`src/rtl/qcl_pipe_pkg.sv`:
```
// Shared constants and helpers for the elastic pipeline.
package qcl_pipe_pkg;

   // Receive FIFO fill level at or below which upstream is allowed to send.
   localparam int unsigned ready_thresh_c = 2;

   // The receive FIFO must absorb every word that is already in flight when
   // the ready threshold is crossed. That is one forward trip plus one
   // backward trip, plus margin.
   function automatic int unsigned fifo_depth_f(input int unsigned stages);
      return 2 * stages + 4;
   endfunction

endpackage

```
`src/rtl/qcl_pipe_elastic_fifo.sv`:
```
// First-word-fall-through receive FIFO. The depth need not be a power of two.
// A push into a full FIFO is dropped, unless a pop happens in the same cycle,
// and the sticky overflow flag is set.
module qcl_pipe_elastic_fifo #(
   parameter int width_p = 32,
   parameter int depth_p = 8
) (
   input  logic                             clk_i,
   input  logic                             reset_n_i,
   input  logic                             push_i,
   input  logic [width_p-1:0]               push_data_i,
   input  logic                             pop_i,
   output logic                             valid_o,
   output logic [width_p-1:0]               data_o,
   output logic [$clog2(depth_p+1)-1:0]     count_o,
   output logic                             overflow_o
);

   localparam int ptr_w = (depth_p > 1) ? $clog2(depth_p) : 1;
   localparam int cnt_w = $clog2(depth_p + 1);
   localparam logic [ptr_w-1:0] last_ptr_c = ptr_w'(depth_p - 1);
   localparam logic [cnt_w-1:0] full_c     = cnt_w'(depth_p);

   logic [width_p-1:0] mem_r [depth_p];
   logic [ptr_w-1:0]   wr_ptr_r;
   logic [ptr_w-1:0]   rd_ptr_r;
   logic [cnt_w-1:0]   count_r;
   logic               overflow_r;
   logic               pop;
   logic               full;
   logic               wr_en;

   function automatic logic [ptr_w-1:0] ptr_inc(input logic [ptr_w-1:0] p);
      return (p == last_ptr_c) ? '0 : p + ptr_w'(1);
   endfunction

   assign valid_o    = (count_r != '0);
   assign data_o     = mem_r[rd_ptr_r];
   assign count_o    = count_r;
   assign overflow_o = overflow_r;
   assign pop        = pop_i & valid_o;
   assign full       = (count_r == full_c);
   // When the FIFO is full, a same-cycle pop frees the head slot. The write
   // pointer equals the read pointer in that case, so the new word lands in
   // the slot being vacated.
   assign wr_en      = push_i & (~full | pop);

   // Pointers, occupancy and the sticky overflow flag.
   always_ff @(posedge clk_i or negedge reset_n_i) begin
      if (!reset_n_i) begin
         wr_ptr_r   <= '0;
         rd_ptr_r   <= '0;
         count_r    <= '0;
         overflow_r <= 1'b0;
      end else begin
         if (wr_en) wr_ptr_r <= ptr_inc(wr_ptr_r);
         if (pop)   rd_ptr_r <= ptr_inc(rd_ptr_r);
         case ({wr_en, pop})
            2'b10:   count_r <= count_r + cnt_w'(1);
            2'b01:   count_r <= count_r - cnt_w'(1);
            default: count_r <= count_r;
         endcase
         if (push_i & full & ~pop) overflow_r <= 1'b1;
      end
   end

   // Storage array. It is not reset because the pointers qualify every read.
   always_ff @(posedge clk_i) begin
      if (wr_en) mem_r[wr_ptr_r] <= push_data_i;
   end

endmodule

```
`src/rtl/qcl_pipe_elastic.sv`:
```
// Elastic pipeline. A registered forward chain carries {valid,data} and a
// registered backward chain carries ready. The receive FIFO at the far end is
// deep enough to soak up every word still in flight when it asserts
// back-pressure. No input reaches any output combinationally.
module qcl_pipe_elastic
   import qcl_pipe_pkg::*;
#(
   parameter int width_p  = 32,
   parameter int stages_p = 2
) (
   input  logic               clk_i,
   input  logic               reset_n_i,
   input  logic               valid_i,
   input  logic [width_p-1:0] data_i,
   output logic               ready_o,
   output logic               valid_o,
   output logic [width_p-1:0] data_o,
   input  logic               ready_i,
   output logic               overflow_o
);

   localparam int depth_c = int'(fifo_depth_f(stages_p));
   localparam int cnt_w   = $clog2(depth_c + 1);

   logic [stages_p-1:0] fwd_valid_r;
   logic [width_p-1:0]  fwd_data_r [stages_p];
   logic [stages_p-1:0] bwd_ready_r;
   logic [cnt_w-1:0]    fifo_count;
   logic                xfer;
   logic                ready_int;

   assign ready_o   = bwd_ready_r[stages_p-1];
   assign xfer      = valid_i & ready_o;
   assign ready_int = (fifo_count <= cnt_w'(ready_thresh_c));

   // Valid and ready chains. These bits are reset so that no bubble or
   // stale ready survives a reset.
   always_ff @(posedge clk_i or negedge reset_n_i) begin
      if (!reset_n_i) begin
         fwd_valid_r <= '0;
         bwd_ready_r <= '0;
      end else begin
         fwd_valid_r[0] <= xfer;
         bwd_ready_r[0] <= ready_int;
         for (int i = 1; i < stages_p; i++) begin
            fwd_valid_r[i] <= fwd_valid_r[i-1];
            bwd_ready_r[i] <= bwd_ready_r[i-1];
         end
      end
   end

   // Forward data chain. It is not reset, and a stage loads only when the
   // stage feeding it holds a real word.
   always_ff @(posedge clk_i) begin
      if (xfer) fwd_data_r[0] <= data_i;
      for (int i = 1; i < stages_p; i++) begin
         if (fwd_valid_r[i-1]) fwd_data_r[i] <= fwd_data_r[i-1];
      end
   end

   qcl_pipe_elastic_fifo #(
      .width_p (width_p),
      .depth_p (depth_c)
   ) u_fifo (
      .clk_i       (clk_i),
      .reset_n_i   (reset_n_i),
      .push_i      (fwd_valid_r[stages_p-1]),
      .push_data_i (fwd_data_r[stages_p-1]),
      .pop_i       (ready_i),
      .valid_o     (valid_o),
      .data_o      (data_o),
      .count_o     (fifo_count),
      .overflow_o  (overflow_o)
   );

endmodule

```
`config.mk`:
```
export PLATFORM = sky130hd
export DESIGN_NAME = qcl_pipe_elastic
export DESIGN_NICKNAME = d
export VERILOG_FILES = /design/src/rtl/qcl_pipe_pkg.sv /design/src/rtl/qcl_pipe_elastic_fifo.sv /design/src/rtl/qcl_pipe_elastic.sv
export SDC_FILE = /design/constraint.sdc
export NUM_CORES = 1
export LEC_CHECK = 0
export ABC_AREA = 1
export CAP_MARGIN = 40
export CELL_PAD_IN_SITES_DETAIL_PLACEMENT = 0
export CELL_PAD_IN_SITES_GLOBAL_PLACEMENT = 1
export CORE_MARGIN = 1
export CORE_UTILIZATION = 44
export CTS_CLUSTER_SIZE = 28
export DETAILED_ROUTE_END_ITERATION = 8
export PLACE_DENSITY_LB_ADDON = 0.1
export SLEW_MARGIN = 20
export SYNTH_ARGS = -nofsm -noshare
export SYNTH_HDL_FRONTEND = slang
export SYNTH_SLANG_ARGS = --single-unit
```
`constraint.sdc`:
```
create_clock -name clk_i -period 2.4 [get_ports clk_i]
set_input_delay 0.48 -clock clk_i [delete_from_list [all_inputs] [get_ports clk_i]]
set_output_delay 0.48 -clock clk_i [all_outputs]
set_load 0.03 [all_outputs]
```
Word level (Yosys, flattened, before mapping)
Memories as Yosys holds them, arrays and structs flattened.
Index checks and enable logic that the tools add are counted.
{"block": "word_totals", "word_cells": 37, "inputBits": 36, "out_inout_bits": 35, "ramBits": 320, "regBits": 15, "n_memories": 2}
{"name": "u_fifo.mem_r", "depth": 8, "width": 32, "rd": 1, "rd_clocked_by_memory_dff": 0, "wr": 1, "line": "qcl_pipe_elastic_fifo.sv:24", "rtl": "logic [width_p-1:0] mem_r [depth_p];"}
{"name": "fwd_data_r", "depth": 2, "width": 32, "rd": 2, "rd_clocked_by_memory_dff": 0, "wr": 2, "line": "qcl_pipe_elastic.sv:26", "rtl": "logic [width_p-1:0] fwd_data_r [stages_p];"}
{"block": "op_classes", "n_eq_ne": 5, "bitwise_logic": 8, "order_cmp": 1, "n_mux": 9, "add_sub_neg": 4, "n_reduce_logical": 2}
{"op": "$pmux W4 S2", "n": 1}
{"op": "$add A3 B1 Y3 const B", "n": 2}
{"op": "$eq A3 B3 Y1 const B", "n": 2}
{"op": "$mux W1", "n": 6}
{"op": "$mux W3", "n": 2}
{"op": "$and A1 B1 Y1", "n": 5}
{"op": "$add A4 B1 Y4 const B", "n": 1}
{"op": "$eq A4 B4 Y1 const B", "n": 1}
{"op": "$le A4 B2 Y1 const B", "n": 1}
{"op": "$reduce_bool A4 Y1", "n": 1}
{"op": "$sub A4 B1 Y4 const B", "n": 1}
{"op": "$eq A2 B1 Y1 const B", "n": 1}
{"op": "$eq A2 B2 Y1 const B", "n": 1}
{"op": "$not A1 Y1", "n": 2}
{"op": "$reduce_bool A2 Y1", "n": 1}
{"op": "$or A1 B1 Y1", "n": 1}

Longest topological paths before layout
Gate-level depths: netlist of the first run.
{"block": "logic_depth", "word_depth": 6, "ltp_mapped": 12, "mapped_depth_nobuf": 12}

By module
A second synthesis of the first run with hierarchy kept.
{"block": "unflattened", "hier_cells": 890, "hier_area_um2": 12550.8}
{"module": "qcl_pipe_elastic_fifo", "n_inst": 1, "seq_area_each_um2": 7962.6, "area_per_inst_um2": 10506.3, "cells_each": 816}
{"module": "qcl_pipe_elastic", "n_inst": 1, "seq_area_each_um2": 2021.9, "area_per_inst_um2": 2044.5, "cells_each": 74}

Worst setup path before layout of the first run
No wires, ideal clock.
{"block": "synth_timing", "path_kind": "input to register", "startpoint": "input ready_i", "endpoint": "memory u_fifo.mem_r[0][0], enable pin", "arrival_ps": 2317, "setup_ps": 421, "cell_stages": 6, "setup_slack_ps": -338, "n_path_buf": 0, "required_ps": 1979, "path_cell_list": "inv_1 > nand4_1 > nand2_1 > inv_1 > nand2_1 > nor2_1"}
{"block": "synth_between", "elab_chain_cells": 5}
{"element": "start: declaration", "line": "qcl_pipe_elastic.sv:18", "rtl": "input logic ready_i,"}
{"element": "$and A1 B1 Y1", "line": "qcl_pipe_elastic_fifo.sv:41", "rtl": "assign pop = pop_i & valid_o;"}
{"element": "$or A1 B1 Y1", "line": "qcl_pipe_elastic_fifo.sv:46", "rtl": "assign wr_en = push_i & (~full | pop);"}
{"element": "$and A1 B1 Y1", "line": "qcl_pipe_elastic_fifo.sv:46"}
{"element": "$mux W1", "line": "qcl_pipe_elastic_fifo.sv:69", "rtl": "if (wr_en) mem_r[wr_ptr_r] <= push_data_i;"}
{"element": "$mux W1 (not written as such)", "line": "qcl_pipe_elastic_fifo.sv:69"}
{"element": "end: declaration", "line": "qcl_pipe_elastic_fifo.sv:24"}
Every way passes these cells.

Worst setup path after layout of the first run
{"block": "layout_timing", "startpoint": "register u_fifo.rd_ptr_r[0]", "endpoint": "output data_o[25]"}
{"block": "layout_between", "elab_chain_cells": 1}
{"element": "start: declaration", "line": "qcl_pipe_elastic_fifo.sv:26", "rtl": "logic [ptr_w-1:0] rd_ptr_r;"}
{"element": "start signal: assignment", "line": "qcl_pipe_elastic_fifo.sv:57", "rtl": "if (pop) rd_ptr_r <= ptr_inc(rd_ptr_r);"}
{"element": "$mem_v2 Z8 W32"}
{"element": "end: declaration", "line": "qcl_pipe_elastic.sv:17", "rtl": "output logic [width_p-1:0] data_o,"}
Every way passes these cells.

==> results of run 1 <==
## metal layers
metal | GRT usage (%) | wire, um | share of wire, % | up-vias
li1 | - | - | - | 3624
met1 | 27.09 | 13450 | 45 | 3773
met2 | 32.85 | 14380 | 48 | 174
met3 | 2.930 | 1367 | 4.6 | 42
met4 | 5.194 | 551 | 1.9 | 0
met5 | 0 | 0 | 0 | -
## report_power, final
| part | leakage (nW) | total (mW) | internal [mW] | switching [mW] |
|---|---|---|---|---|
| sequential | 3.08 | 7.55 | 7.15 | 0.397 |
| combinational | 2.02 | 8.32 | 3.41 | 4.91 |
| clock | 0.503 | 4.99 | 2.91 | 2.08 |
## flip-flops by register name (all words and copies together) (netlist names)
name	count
fwd_valid_r	2
u_fifo.wr_ptr_r	3
u_fifo.overflow_o	1
u_fifo.mem_r	256
u_fifo.count_o	4
bwd_ready_r	2
fwd_data_r	64
u_fifo.rd_ptr_r	3
## worst max-delay path by stage
stage	cells after the start	slack (ps)	start	endpoint
floorplan	6	-340	ready_i	u_fifo.mem_r[0][0]
global placement	12	100	ready_i	u_fifo.count_o[2]
detailed placement	12	80	ready_i	u_fifo.count_o[2]
CTS	9	-110	u_fifo.rd_ptr_r[0]	data_o[18]
global route	9	-160	u_fifo.rd_ptr_r[0]	data_o[25]
finish	9	-70	u_fifo.rd_ptr_r[0]	data_o[25]
## what timing repair did
item | 4_1_cts | 5_1_grt
hold endpoints to repair | 0 | 0
setup buffers | 10 | 2
resized for setup | 85 | 139
endpoints found under the setup margin | 31 | 32
gates cloned | 6 | 9
pin swaps | 5 | 25
## cells in the final DEF (no fill, tap or decap), drive strengths merged, types with 2 or more instances in the layout
cell,n
a21oi,2
buf,94
clkbuf,53
clkdlybuf4s50,38
clkinv,11
clkinvlp,2
dfrtp,15
edfxtp,320
ha,7
inv,16
nand2,123
nand3,5
nor2,205
o21ai,200
xnor2,2
## per-stage QoR
| stage | std cells | instance area, um^2 |
|---|---|---|
| global route | 1476 | 16090 |
| CTS | 1466 | 15620 |
| finish | 1476 | 16090 |
| detailed placement | 1391 | 14140 |
| global placement | 1391 | 14140 |
| floorplan | 948 | 12720 |
## kinds of logic (layout without fill, tap and decap cells)
kind of cell               after synthesis  after routing
xor gates and xnor gates                 3              3
buffers and inverters                   66            216
DFF                                    335            335
adders and majority gates                7              7
and+or+nand+nor                        334            334
AOI/OAI and AO/OA                      203            203
## cell type report
type	instances	area (um^2)	share of cell area, %
sequential	335	9992	62.10
clock buffer	47	963.4	5.988
multi-input combinational	547	2653	16.49
clock inverter	13	85.08	0.5288
timing repair buffer	139	1848	11.49
inverter	17	76.32	0.4743
tap	378	473.0	2.939
## critical path: cells and delay by family (launching register included)
family | cells | cell delay, ps
AND/OR/NAND/NOR | 4 | 290
AO/OA/AOI/OAI | 2 | 150
flip-flops | 1 | 560
buffers and inverters | 3 | 470
==> run metrics, run 1 <==
routability cong.=~0.73; Clock Path Buffers=3; number of diodes=0; row count=61; Min-Delay Path Class=in2async; top cells by area, synth=edfxtp_1 (76%), o21ai_0 (6.2%), nor2_1 (6.0%), nand2_1 (3.6%), dfrtp_1 (3.0%); Synth Instances=948; adder-cell share of the synthesized area=0.6884%; die area=just under 30000 um^2; Starting Density=a little under half; layout cells sized above 1=around a fifth; Routed Wire Length=29750 um; synthesis warning total=0; crit end category=output pin; final worst path period need=approximately 2500 ps; Setup WS post-layout=-71.62 ps; largest family of logic cells by synthesized area=simple AND/OR/NAND/NOR gates; CTS Buf Count=36; CTS H-tree lvls=2; 1st-pass router iterations=5; Slew Limit Headroom=71.70%; vias in the first global route=approximately 7300; startpoint types=flop; Leak=5.610 nW; Place WS=80.13 ps; CTS sink count=335; Slew @ Worst Pin=~420 ps; initial antenna violation count=0; Final setup viols=26; # Max-Cap Violations=0; Max Fclk=slightly above 400 MHz; xor/xnor share of the synthesized area=less than 1%; post-synthesis mux area share=0%; HPWL after DPL=14840 um; CP Cell Sequence=buf_6 > clkbuf_16 > nor2_2 > nor2_1 > o21ai_1 > o21ai_1 > nand2_1 > nand2_2 > buf_6; post-synth top area cell=edfxtp_1; CTS root buf=clkbuf_16; #FFs+latches synth=335; worst flop-to-flop path startpoint=u_fifo.count_o[1]; status=finished with violations; Mapped Nets=991; fraction of registers with async set/reset=under 10%; R2R cell count=11; setup slack, reg-to-reg=430 ps; Clk Latency, worst-skew pair=500 ps; most frequent cell after synthesis=edfxtp_1; CTS tree=built; Die Span Y=172.0 um; Clock Pin Slew Worst Setup and Hold Paths=about 60 ps; FF-to-FF End=u_fifo.count_o[2]; Compound-Gate Fraction of Synth Area=between 8 and 9%; # IOs=71; # hold bufs at CTS=0; vias=~7600; Worst EP required=1920 ps; Netlist cell types=22; Die W=172.0 um; # DRC=0; Final Skew=approximately 11 ps; arrival time worst endpoint=around 2000 ps; first-pass GRT wire length=42900 um; Fin Setup TNS=-851.7 ps; Pwr Density=about 1300 nW/um^2; Power Total=20.86 mW; Synth-to-Final Area Change=26.47%; peak supply drop=0.0007386 V; vias per inst=5.158; Synth Area per Inst=around 13 um^2; sequential area share after synthesis=between 70% and 80%; RSZ-0062 raised after global routing=true; CP max stage cell=dfrtp_4; final hold vios=0; Detailed Route Iter0 Violations=around 500; predominant post-synthesis flop cell=edfxtp_1; Post-synth EDFFs=320; crit-path max FO=7; Period Utilization, post-route=103.0%; kind of critical path=reg2out; largest net degree at the start of global routing=54; fillcell total=about 2300; post-layout utilization of the core=around 57%; mapped cell area=about 13000 um^2; top cell type's share of synthesized area=about three quarters; Antenna Nets Post-Route=0; GRT overflow=0; Crit path largest cell delay=between 500 and 600 ps; PortBufs=70; simple-gate share of the synthesized area=roughly 10%; Core Area=28090 um^2; Max Slew Vio Count=0; gr usage total=19.71%; NumNets Final=1119; Wirelength per Cell=just over 20 um; Post-synth top cells=edfxtp_1 (320), nor2_1 (205), o21ai_0 (157); failing checks=negative setup slack; worst hold slack=around 310 ps
(Power assumes the default switching activity.)
==> run 2, diff against run 1 <==
ABC_AREA = default   (was 1)
CORE_UTILIZATION = 48   (was 44)
==> run 2 against run 1 <==
  * The run still ends with negative setup slack left
  * Global-route usage down 0.99 points
  * Synthesized area decreased by 3.2%
  * First-iteration DRC count fell by 35%
  * Flip-flop and latch count is the same
  * Utilization up 5.3 points
  * Total power is 7.6% lower
  * Synthesized cell count is 47% lower
  * Critical path depth down 3
  * Final cell count fell by 31%
  * Critical endpoint is now data_o[2]
  * Largest power group is now registers
==> run metrics, run 2 <==
Slew Limit Headroom=66.58% (-5.1 points); post-synth top area cell=edfxtp_1; Sequential Power Share=37.9% (+1.7 points); worst flop-to-flop path startpoint=u_fifo.count_o[1]; Crit path top cell by count=buf_12; Clk network pwr share=27.1% (+3.2 points); Wirelength per Cell=23.08 um (+15%); Compound-Gate Fraction of Synth Area=0.6808% (-7.3 points); largest family of logic cells by synthesized area=multiplexers; CTS root buf=clkbuf_16; Antenna Nets Post-Route=0 (unchanged); Synth-to-Final Area Change=27.91%; sequential area share after synthesis=81.08% (+2.6 points); Netlist cell types=32 (+45%); largest net degree at the start of global routing=30 (-44%); Synth Instances=504 (-47%); first-pass GRT wire length=35760 um (-17%); most common cell after layout, fill and taps aside=edfxtp_1; Leak=5.326 nW (-5.1%); CTS tree=built; Finished Layout Cells=1022 (-31%); CTS H-tree lvls=2 (unchanged); # hold bufs at CTS=0 (unchanged); Detailed Route Iter0 Violations=323 (-35%); Place WS=-180.6 ps (-260.8 ps); status=finished with violations; simple-gate share of the synthesized area=1.179% (-8.7 points); # Max-Cap Violations=0 (unchanged); Die W=162.2 um (-5.7%); Synth Area per Inst=24.43 um^2 (+82%); max reg flops=256 (unchanged); 1st-pass router iterations=6 (+1); final hold vios=0 (unchanged); # IOs=71 (unchanged); final worst path period need=2785 ps (+313.2 ps); vias=5492 (-28%); crit-path max FO=7 (unchanged); startpoint types=flop; layout cells sized above 1=39.31% (+20 points); # DRC=0 (unchanged); fraction of registers with async set/reset=4.478% (unchanged); HPWL after DPL=13320 um (-10%); vias per inst=5.374 (+4.2%); most frequent cells in the layout=edfxtp_1 (320), mux4_2 (64), buf_6 (43); initial antenna violation count=0 (unchanged); most frequent cell after synthesis=edfxtp_1; PortBufs=70 (unchanged); number of diodes=0 (unchanged); Worst EP required=1920 ps (about the same); NumNets Final=709 (-37%); dpl cells=929 (-33%); GRT overflow=0 (unchanged); Starting Density=48.90% (+3.6 points); vias in the first global route=5914 (-19%); adder-cell share of the synthesized area=0.7112% (+0.023 points); arrival time worst endpoint=2300 ps (+310 ps); peak supply drop=0.0007936 V (+7.4%); Core Area=25180 um^2 (-10%); placed instance area=14000 um^2 (-0.96%); Period Utilization, post-route=116.0% (+13 points); predominant post-synthesis flop cell=edfxtp_1; die area=26300 um^2 (-11%); fin area=15750 um^2 (-2.1%); CP Buf/Inv Count=4 (+1); Die Span Y=162.2 um (-5.7%); Mapped Nets=547 (-45%); CP max stage cell=dfrtp_4; Crit path largest cell delay=510 ps (-50 ps); mapped cell area=12310 um^2 (-3.2%); Final Skew=22.25 ps (+11.74 ps); Min-Delay Path Class=in2async; combinational power share=35.1% (-4.8 points); CTS Buf Count=36 (unchanged); Post-synth top cells=edfxtp_1 (320), mux4_2 (64), mux2_2 (35); #FFs+latches synth=335 (unchanged); post-synthesis mux area share=15.00% (+15 points); Worst Setup SP=u_fifo.rd_ptr_r[0]; CP Cell Sequence=buf_8 > buf_12 > buf_12 > mux4_2 > mux2_4 > buf_6; crit end category=output pin; Setup WS post-layout=-384.8 ps (-313.2 ps); top cell type's share of synthesized area=78.03% (+2.5 points); top cells by area, synth=edfxtp_1 (78%), mux4_2 (12%), mux2_2 (3.2%), dfrtp_1 (3.0%), ha_1 (0.71%); Clock Pin Slew Worst Setup and Hold Paths=60 ps (about the same); Clock Path Buffers=3 (unchanged); Final setup viols=32 (+23%); routability cong.=0.6886 (-5.5%); CP top delay family=multiplexers; Max Slew Vio Count=0 (unchanged); CTS sink count=335 (unchanged); failing checks=negative setup slack; switch share=28.52% (-6.9 points); Slew @ Worst Pin=501.3 ps (+76.81 ps); row count=58 (-4.9%); RSZ-0062 raised after global routing=true; Fin Setup TNS=-10070 ps (-9218 ps); NetSw=5.496 mW (-26%); gr usage total=18.72% (-0.99 points); largest reg by FF count=u_fifo.mem_r; Pwr Density=1223 nW/um^2 (-5.6%); Power Internal=13.77 mW (+2.2%); kind of critical path=reg2out; Clk Latency, worst-skew pair=510 ps (about the same); Post-synth EDFFs=320 (unchanged); synthesis warning total=0 (unchanged); Routed Wire Length=23590 um (-21%); xor/xnor share of the synthesized area=0.3556% (+0.15 points); Max Fclk=359.1 MHz (-11%)
## run 2: cell count changes after synthesis, sizes merged, moves of 2 or more
| cell | change |
|---|---|
| mux2 | +36 |
| clkbuf | -14 |
| a21o | +3 |
| nor3 | +6 |
| xor2 | +3 |
| nand2 | -120 |
| inv | -16 |
| nor3b | +2 |
| o21ai | -198 |
| buf | -16 |
| nand2b | +5 |
| nand3 | -5 |
| nor2 | -200 |
| mux4 | +64 |
## run 2: timing repair
item	4_1_cts	5_1_grt
setup endpoints to repair	33	33
resized for setup	166	60
buffers inserted	10	17
cloned	2	2
## run 2: kinds of logic after synthesis
logic type      after synthesis
buf+inv                      20
compound gates               11
flops                       335
fa+ha+maj                     7
mux                         100
xor+xnor                      5
simple gates                 26
## run 2: layout make-up
cell class | count | area, um^2
repair buffers | 143 | 1787
clock inverters | 17 | 143.9
inverters | 1 | 3.754
clock buffers | 47 | 984.7
well taps | 330 | 412.9
multi-input cells | 149 | 2426
flip-flops and latches | 335 | 9993
fillers | 1729 | 9430
## run 2: power by group through the flow
| stage | registers [mW] | logic, mW | clock network (mW) |
|---|---|---|---|
| floorplan | 7.33 | 3.54 | 0 |
| global placement | 7.42 | 5.39 | 0 |
| detailed placement | 7.45 | 5.43 | 0 |
| CTS | 7.35 | 6.15 | 5.35 |
| global route | 7.35 | 7.18 | 5.55 |
| finish | 7.29 | 6.76 | 5.21 |
## run 2: final timing paths
path                       slack (ps)  depth (start not counted)                 end
setup / recovery                 -380                          6           data_o[2]
hold / removal                    300                          2  u_fifo.rd_ptr_r[0]
setup reg to reg                  170                         10   u_fifo.count_o[2]
hold reg to reg                   360                          0      bwd_ready_r[1]
max in group asynchronous        1880                          2      fwd_valid_r[0]
min in group clk_i                360                          0      bwd_ready_r[1]
## run 2: through the flow
step | power (mW) | util [%] | hold WS, ps
3_3_place_gp | 12.81 | 55.59 | 345.3
2_1_floorplan | 10.87 | - | 184.4
5_1_grt | 20.07 | 62.55 | 308.9
6_report | 19.27 | 62.55 | 295.0
3_5_place_dp | 12.88 | 55.59 | 348.0
4_1_cts | 18.85 | 61.33 | 277.9
## run 2: worst reg2reg max path: stages, from the launching register on
cell	delay (ps)
dfrtp_1	420
or4_4	500
nand2_2	100
inv_1	80
ha_4	170
xor2_1	140
ha_1	180
a21oi_1	150
xor2_1	160
nor2_1	70
xor2_1	140
## run 2: routing by layer
layer | track usage, % | vias up | wire, um
met4 | 5.103 | 0 | 386
met5 | 0 | - | 0
met2 | 31.25 | 124 | 11850
met1 | 25.32 | 2879 | 10250
li1 | - | 2456 | -
met3 | 3.652 | 33 | 1107
